## config.mk

```make
export PLATFORM = sky130hd
export DESIGN_NAME = ex_muldiv_unit
export DESIGN_NICKNAME = d
export VERILOG_FILES = /design/src/rtl/ex_muldiv_unit.sv
export SDC_FILE = /design/constraint.sdc
export NUM_CORES = 1
export LEC_CHECK = 0
export ABC_CLOCK_PERIOD_IN_PS = 5500
export CORE_ASPECT_RATIO = 1.2
export CORE_MARGIN = 8
export CORE_UTILIZATION = 30
export CTS_BUF_LIST = sky130_fd_sc_hd__clkbuf_8
export CTS_CLUSTER_SIZE = 8
export DETAILED_ROUTE_END_ITERATION = 10
export PLACE_DENSITY = 0.54
export SYNTH_ARGS = -nofsm -noshare
export SYNTH_HDL_FRONTEND = slang
export SYNTH_SLANG_ARGS = --single-unit
```

## constraint.sdc

```tcl
create_clock -name clk -period 5.5 [get_ports clk]
set_clock_uncertainty 0.2 [all_clocks]
set_input_delay 1.65 -clock clk [delete_from_list [all_inputs] [get_ports clk]]
set_output_delay 1.65 -clock clk [all_outputs]
set_load 0.02 [all_outputs]
```

## src/rtl/ex_muldiv_unit.sv

```systemverilog
// Iterative RV32M multiply/divide unit for the EX stage: radix-2 shift-add multiply,
// restoring divide, with fast-path results for divide-by-zero and signed overflow.
module ex_muldiv_unit #(
    parameter int XLEN  = 32,
    parameter int CNT_W = 6
) (
    input  logic            clk,
    input  logic            rst_n,
    input  logic            start,
    input  logic [2:0]      funct3,
    input  logic [XLEN-1:0] a,
    input  logic [XLEN-1:0] b,
    input  logic            flush,
    output logic            stall,
    output logic            done,
    output logic [XLEN-1:0] result
);
    typedef enum logic [1:0] {IDLE, CALC, DONE} state_t;

    state_t              state_q, state_d;
    logic [CNT_W-1:0]    cnt_q, cnt_d;
    logic [2*XLEN-1:0]   acc_q, acc_d;
    logic [XLEN-1:0]     opnd_q, opnd_d;
    logic [XLEN-1:0]     result_q, result_d;
    logic [2:0]          op_q, op_d;
    logic                neg_res_q, neg_res_d;
    logic                neg_rem_q, neg_rem_d;
    logic                done_q, done_d;

    logic                is_div, a_sgn, b_sgn, a_neg, b_neg, div_zero, div_ovf;
    logic [XLEN-1:0]     a_mag, b_mag;
    logic [XLEN:0]       mul_sum, div_trial, div_diff;
    logic                q_bit;
    logic [XLEN-1:0]     new_rem;
    logic [2*XLEN-1:0]   step, prod_fin;
    logic [XLEN-1:0]     quo_fin, rem_fin, final_res;

    always_comb begin
        is_div   = funct3[2];
        a_sgn    = (funct3 == 3'd1) || (funct3 == 3'd2) || (funct3 == 3'd4) || (funct3 == 3'd6);
        b_sgn    = (funct3 == 3'd1) || (funct3 == 3'd4) || (funct3 == 3'd6);
        a_neg    = a_sgn && a[XLEN-1];
        b_neg    = b_sgn && b[XLEN-1];
        a_mag    = a_neg ? -a : a;
        b_mag    = b_neg ? -b : b;
        div_zero = is_div && (b == '0);
        div_ovf  = is_div && !funct3[0] && (a == {1'b1, {(XLEN-1){1'b0}}}) && (b == '1);
    end

    // One iteration: multiply adds the multiplicand when the low multiplier bit is set and
    // shifts right; divide shifts the next dividend bit into the partial remainder.
    always_comb begin
        mul_sum   = {1'b0, acc_q[2*XLEN-1:XLEN]} + (acc_q[0] ? {1'b0, opnd_q} : '0);
        div_trial = {acc_q[2*XLEN-1:XLEN], acc_q[XLEN-1]};
        div_diff  = div_trial - {1'b0, opnd_q};
        q_bit     = div_trial >= {1'b0, opnd_q};
        new_rem   = q_bit ? div_diff[XLEN-1:0] : div_trial[XLEN-1:0];
        step      = op_q[2] ? {new_rem, acc_q[XLEN-2:0], q_bit}
                            : {mul_sum, acc_q[XLEN-1:1]};
        prod_fin  = neg_res_q ? -step : step;
        quo_fin   = neg_res_q ? -step[XLEN-1:0] : step[XLEN-1:0];
        rem_fin   = neg_rem_q ? -step[2*XLEN-1:XLEN] : step[2*XLEN-1:XLEN];
        case (op_q)
            3'd0:       final_res = prod_fin[XLEN-1:0];
            3'd1, 3'd2,
            3'd3:       final_res = prod_fin[2*XLEN-1:XLEN];
            3'd4, 3'd5: final_res = quo_fin;
            default:    final_res = rem_fin;
        endcase
    end

    always_comb begin
        state_d   = state_q;
        cnt_d     = cnt_q;
        acc_d     = acc_q;
        opnd_d    = opnd_q;
        result_d  = result_q;
        op_d      = op_q;
        neg_res_d = neg_res_q;
        neg_rem_d = neg_rem_q;
        done_d    = 1'b0;
        if (flush) begin
            state_d = IDLE;
        end else begin
            case (state_q)
                IDLE: begin
                    if (start) begin
                        op_d      = funct3;
                        neg_res_d = a_neg ^ b_neg;
                        neg_rem_d = a_neg;
                        cnt_d     = '0;
                        if (div_zero) begin
                            result_d = funct3[1] ? a : '1;
                            done_d   = 1'b1;
                            state_d  = DONE;
                        end else if (div_ovf) begin
                            result_d = funct3[1] ? '0 : {1'b1, {(XLEN-1){1'b0}}};
                            done_d   = 1'b1;
                            state_d  = DONE;
                        end else begin
                            acc_d   = {{XLEN{1'b0}}, (is_div ? a_mag : b_mag)};
                            opnd_d  = is_div ? b_mag : a_mag;
                            state_d = CALC;
                        end
                    end
                end
                CALC: begin
                    acc_d = step;
                    cnt_d = cnt_q + 1'b1;
                    if (cnt_q == CNT_W'(XLEN-1)) begin
                        result_d = final_res;
                        done_d   = 1'b1;
                        state_d  = DONE;
                    end
                end
                DONE:    state_d = IDLE;
                default: state_d = IDLE;
            endcase
        end
    end

    always_ff @(posedge clk or negedge rst_n) begin
        if (!rst_n) begin
            state_q   <= IDLE;
            cnt_q     <= '0;
            acc_q     <= '0;
            opnd_q    <= '0;
            result_q  <= '0;
            op_q      <= '0;
            neg_res_q <= 1'b0;
            neg_rem_q <= 1'b0;
            done_q    <= 1'b0;
        end else begin
            state_q   <= state_d;
            cnt_q     <= cnt_d;
            acc_q     <= acc_d;
            opnd_q    <= opnd_d;
            result_q  <= result_d;
            op_q      <= op_d;
            neg_res_q <= neg_res_d;
            neg_rem_q <= neg_rem_d;
            done_q    <= done_d;
        end
    end

    assign stall  = !flush && (((state_q == IDLE) && start) || (state_q == CALC));
    assign done   = done_q && !flush;
    assign result = result_q;
endmodule

```

* Word-level counts from Yosys, hierarchy flattened
Cells that the tools add are included.
** Cells by class
- Add/sub/neg operators :: 8
- Multiply operators :: 0
- Divide/modulo/power cells :: 0
- Order comparisons :: 1
- Eq/ne operators :: 20
- Shift operators :: 0
- Multiplexer cells :: 36
- Bitwise logic cells :: 4
- Reduce and logical (&&, ||, !) cells :: 29
** Operator list (number)
- 2-to-1 mux 32 bit :: 14
- 2-to-1 mux 64 bit :: 5
- negation 32 bit :: 4
- one-hot mux 64 bit (2 select lines) :: 1
- one-hot mux 32 bit (3 select lines) :: 1
- == test 32 bit, second input constant :: 2
- negation 64 bit :: 1
- one-hot mux 32 bit (2 select lines) :: 1
- adder 32 x 32 -> 33 bit :: 1
- greater-or-equal comparator 33 x 32 -> 1 bit :: 1
- logical NOT 32 bit :: 1
- subtractor 32 bit :: 1
- AND reduction 5 bit :: 3
- == test 3 bit, second input constant :: 4
- one-hot mux 6 bit (2 select lines) :: 1
- 2-to-1 mux 2 bit :: 5
- == test 3 x 2 -> 1 bit, second input constant :: 3
- logical AND 1 bit :: 9
- inequality test 3 bit, second input constant :: 3
- inequality test 2 bit, second input constant :: 4
- adder 6 x 1 -> 6 bit, second input constant :: 1
- == test 3 x 1 -> 1 bit, second input constant :: 2
- == test 6 x 5 -> 1 bit, second input constant :: 1
- logical OR 1 bit :: 6
- 15 further kinds :: 23
** Word-level totals
- Register bits after elaboration :: 142
- Bits in latches :: 0
- RAM bits :: 0
- Bits in read-only memories :: 0
- Output and inout port bits :: 34
- Memories kept :: 0

* Depth between registers and ports, before layout
- Word-level depth :: 11
- Depth in mapped cells :: 24
- Mapped depth without buffers :: 22

* Least setup slack after synthesis
No wires, ideal clock.
- Kind :: reg-to-reg
- Start point :: register op_q[2]
- End point :: register result_q[26] (netlist: result[26])
- Data arrival time :: 5667 ps
- Path slack :: -494 ps
- Cell stages (with the launch flop) :: 21
- Path buffers :: 9
- Period minus slack after synthesis :: 5994 ps
- Cell sequence :: dfrtp_1 clkbuf_1 buf_2 buf_1 clkbuf_1 clkbuf_1 buf_2 buf_1 buf_1 mux2i_1 ha_1 o21ai_0 or3_1 or2_2 or2_2 or3_1 clkbuf_1 nor3_2 mux2_1 nor2_1 o31ai_2
** On the way
- Word-level cells in the longest chain between the ends :: 6
** Ends and longest elaborated chain
- start, declared :: line 25 : logic [2:0] op_q, op_d;
- start signal, assigned :: line 139 : op_q <= op_d;
- 2-to-1 mux 64 bit :: line 58 : step = op_q[2] ? {new_rem, acc_q[XLEN-2:0], q_bit}
- negation 64 bit (tied with other cells) :: line 60 : prod_fin = neg_res_q ? -step : step;
- 2-to-1 mux 64 bit (tied with other cells) :: line 60
- one-hot mux 32 bit (3 select lines) * :: line 63 : case (op_q)
- 2-to-1 mux 32 bit * :: line 110 : if (cnt_q == CNT_W'(XLEN-1)) begin
- one-hot mux 32 bit (2 select lines) * :: line 85 : case (state_q)
- end signal, assigned :: line 138 : result_q <= result_d;
- end, declared :: line 24 : logic [XLEN-1:0] result_q, result_d;
Every way passes the cells marked *; elsewhere a longest branch is shown, timed or not. The select of a mux whose other input is x is not followed.
A chain may end at the register's enable or synchronous reset.

* Final worst setup path
- Start point :: register opnd_q[0]
- End point :: register result_q[28] (netlist: result[28])
** On the way
- Word-level cells in the longest chain between the ends :: 8
** Ends and longest elaborated chain
- start, declared :: line 23 : logic [XLEN-1:0] opnd_q, opnd_d;
- start signal, assigned :: line 137 : opnd_q <= opnd_d;
- 2-to-1 mux 32 bit (tied with other cells) :: line 53 : mul_sum = {1'b0, acc_q[2*XLEN-1:XLEN]} + (acc_q[0] ? {1'b0, opnd_q} : '0);
- adder 32 x 32 -> 33 bit / 2-to-1 mux 32 bit (equally long branches) :: line 53, 57
- 2-to-1 mux 64 bit * :: line 58
- negation 64 bit / negation 32 bit (equally long branches) :: line 60, 62
- 2-to-1 mux 64 bit / 2-to-1 mux 32 bit (equally long branches) :: line 60, 62
- one-hot mux 32 bit (3 select lines) * :: line 63
- 2-to-1 mux 32 bit * :: line 110
- one-hot mux 32 bit (2 select lines) * :: line 85
Marked as above.

==> results.md <==
- DRC violations left: 0
- Worst slew margin: 0.363
- Area of the die: 60400 um^2
- Mapped Area: 15800 um^2
- Synth unique cells: 99
- Xor-xnor portion of the synthesized cell area: 0.0979
- Final setup viols: 0
- Die width: roughly 230 um
- Layout cell share with drive strength beyond 1: 0.127
- DP Wirelength: 57.7 mm
- Final Hold Vio Count: 0
- CTS tree: built
- Simple-Gate Fraction of Synth Area: 0.231
- Total power: 0.00815 W
- H-tree levels: 4
- Final Util: 0.366
- Vias in the first global route: ~17000
- DR vias/cell: 5.57
- Status: finished, final reports clean
- Starting Density: 0.302
- Core Rows: 92
- Layout Nets: 2477
- Antenna viol nets, final: 0
- Grt ovf: 0
- Worst Tran Pin Value: 0.953 ns
- Root Driver: clkbuf_8
- LEAKAGE: 7.85 nW
- Chip height: 268 um
- Adder-cell share of the synthesized area: 0.0578
- TritonCTS buffer count: 17
- Sinks on Clock Net: 142
- CTS max path bufs: 2
- Skew-Pair Late Insertion Delay: 0.52 ns
- Hold-fix buffers, CTS: 0
- Pin count of the biggest net entering global routing: 102
- Final period util: 0.973
- Post-synthesis mux area share: 0.0402
- P&R area growth vs syn: 21.2%
- Register area share after synthesis: 0.224
- FF+latch count, synth: roughly 140
- Post-synth EDFFs: 0
- Setup TNS: 0 ns
- Worst Setup Path Type: flip-flop to flip-flop
- Top sig layer: met4
- Worst VDD drop: 0.000241 V
- FF-to-FF path depth: 17
- Top_reg_cell synth: dfrtp_1
- Port-buffer cells: 104
- Multi-input gate area: 11600 um^2
- Syn_area_per_cell: 7.37 um^2
- Total track usage: 0.231
- Wl on met1: 29.0 mm
- Sequential Area: 3560 um^2
- Critical Path RT: 5.73 ns
- Min cycle time layout: around 5.4 ns
- Met2 WL: 34.2 mm
- Initial antenna violation count: 4
- CORE AREA: 52400 um^2
- GP Congestion: 0.960
- Drt first pass iters: 6
- Setup WS pre-CTS: -0.0197 ns
- Met3 Wirelength: 3.33 mm
- First-pass GRT wire length: 106 mm
- Top post-synthesis cells by area: dfrtp_1, o21ai_0, a21oi_1
- Drt first-iter violations: 1292
- Synthesis Warnings: 0
- Yosys top cell area share: 0.224
- Worst hold margin: 0.305 ns
- Biggest area consumer among synthesized cells: dfrtp_1
- Maxcap violations: 0
- Via count: 17000
- Cells after Synth: 2148
- RSZ-0062 raised after global routing: true
- Worst-path fanout max: 5
- Cell Pwr Density: 425 nW/um^2
- CP arrival: 5.58 ns
- Critical Path Sink Type: flip-flop
- Compound-Gate Fraction of Synth Area: 0.298
- CP Launch Type: flip-flop
- Synth async-reset ratio: 1.00
- Fmax: 187 MHz
- I/O pin count: 105
- Wire per inst: 23.3 um
- Worst hold path depth: 2
- Syn Nets: 2291
- PnR worst setup slack: 0.146 ns
- Largest family of logic cells by synthesized area: compound AO/OA/AOI/OAI gates
- Max Slew Vio Count: 0
- Reg clk slew, reported paths: approximately 0.090 ns
- DRT Wirelength: 71.1 mm
- Fill cell count: 5569
- HP Class: flip-flop to flip-flop
placed cells by master, fill, tap and decap left out, types with 28 or more instances in the layout:
cell,synthesis,final
nor3_1,63,63
nor2b_1,35,34
a21oi_1,217,215
mux2i_1,45,45
xnor2_1,111,111
xor2_1,66,66
and2_1,47,47
inv_1,82,82
o31ai_1,28,28
nand3_1,37,36
nor2_1,159,157
o21ai_0,231,225
ha_1,70,69
nand2_1,247,246
clkdlybuf4s50_1,0,102
buf_4,1,181
dfrtp_1,142,141
logic make-up after synthesis:
kind of cell / count (synthesis)
AOI/OAI and AO/OA: 748
and+or+nand+nor: 745
buffers and inverters: 203
xor gates and xnor gates: 177
DFF: 142
adders and majority gates: 72
muxes: 61
area by class of cell:
| type | instances | area share |
|---|---|---|
| tap | 705 | 0.0460 |
| clock buffer | 19 | 0.0136 |
| timing repair buffer | 287 | 0.128 |
| clock inverter | 13 | 0.00659 |
| sequential | 142 | 0.185 |
| antenna | 2 | 0.000261 |
| inverter | 83 | 0.0162 |
| multi-input combinational | 1803 | 0.604 |
cells in the mapped netlist, types with 24 or more instances:
| library cell | n |
|---|---|
| nand2_1 | 247 |
| o31ai_1 | 28 |
| dfrtp_1 | 142 |
| nor2_1 | 159 |
| nor2b_1 | 35 |
| nand3_1 | 37 |
| nand2b_1 | 24 |
| clkbuf_1 | 96 |
| xnor2_1 | 111 |
| a21oi_1 | 217 |
| and2_1 | 47 |
| ha_1 | 70 |
| nor3_1 | 63 |
| inv_1 | 82 |
| xor2_1 | 66 |
| o21ai_0 | 231 |
| mux2i_1 | 45 |
| a211oi_1 | 27 |
through the flow:
step | cells | instance area (um^2)
2_1_floorplan | 2148 | 15800
3_3_place_gp | 3019 | 18700
3_5_place_dp | 3019 | 18700
4_1_cts | 3051 | 19100
5_1_grt | 3053 | 19200
6_report | 3054 | 19200
registers in the layout, summed over array words and instances (netlist names):
| signal | flops |
|---|---|
| acc_q | 64 |
| op_q | 3 |
| opnd_q | 32 |
| cnt_q | 6 |
| result | 32 |
| neg_res_q | 1 |
| neg_rem_q | 1 |
| done_q | 1 |
| state_q | 2 |
path summary, 6_finish.rpt:
kind / start / endpoint / slack, ns
setup / recovery: opnd_q[0] / result[28] / 0.15
hold / removal: opnd_q[21] / opnd_q[21] / 0.31
setup reg to reg: opnd_q[0] / result[28] / 0.15
hold reg to reg: opnd_q[21] / opnd_q[21] / 0.31
max in group asynchronous: rst_n / neg_res_q / 3.16
min in group asynchronous: rst_n / cnt_q[3] / 0.96
layer usage:
metal  track usage  up-vias
met5             0        -
li1              -     8171
met2         0.396      543
met4         0.139        0
met1         0.273     8145
met3        0.0281      154
timing repair:
item                                    in CTS  in global routing
buffers inserted                             0                  1
resized for setup                            4                 20
endpoints found under the setup margin       5                 24
pin swaps                                    0                  2
power by group:
group	leakage (nW)	switching [W]	internal (W)
clock network	0.187	0.000510	0.000390
registers	1.83	0.000216	0.00122
logic	5.83	0.00358	0.00222
critical path: stages (launching register included):
cell and delay, ns:
dfrtp_1 0.44, and2_1 0.16, ha_1 0.19, inv_1 0.06, fa_1 0.37, nand2b_1 0.23
a21o_1 0.27, a311o_1 0.36, o31a_1 0.39, o311a_1 0.44, xnor2_1 0.18, a2bb2oi_2 0.22
and3b_1 0.23, or4b_1 0.52, or4_1 0.54, o22ai_1 0.15, a22oi_1 0.12, o211ai_1 0.18
No activity file was read; power rests on OpenSTA's default activity.
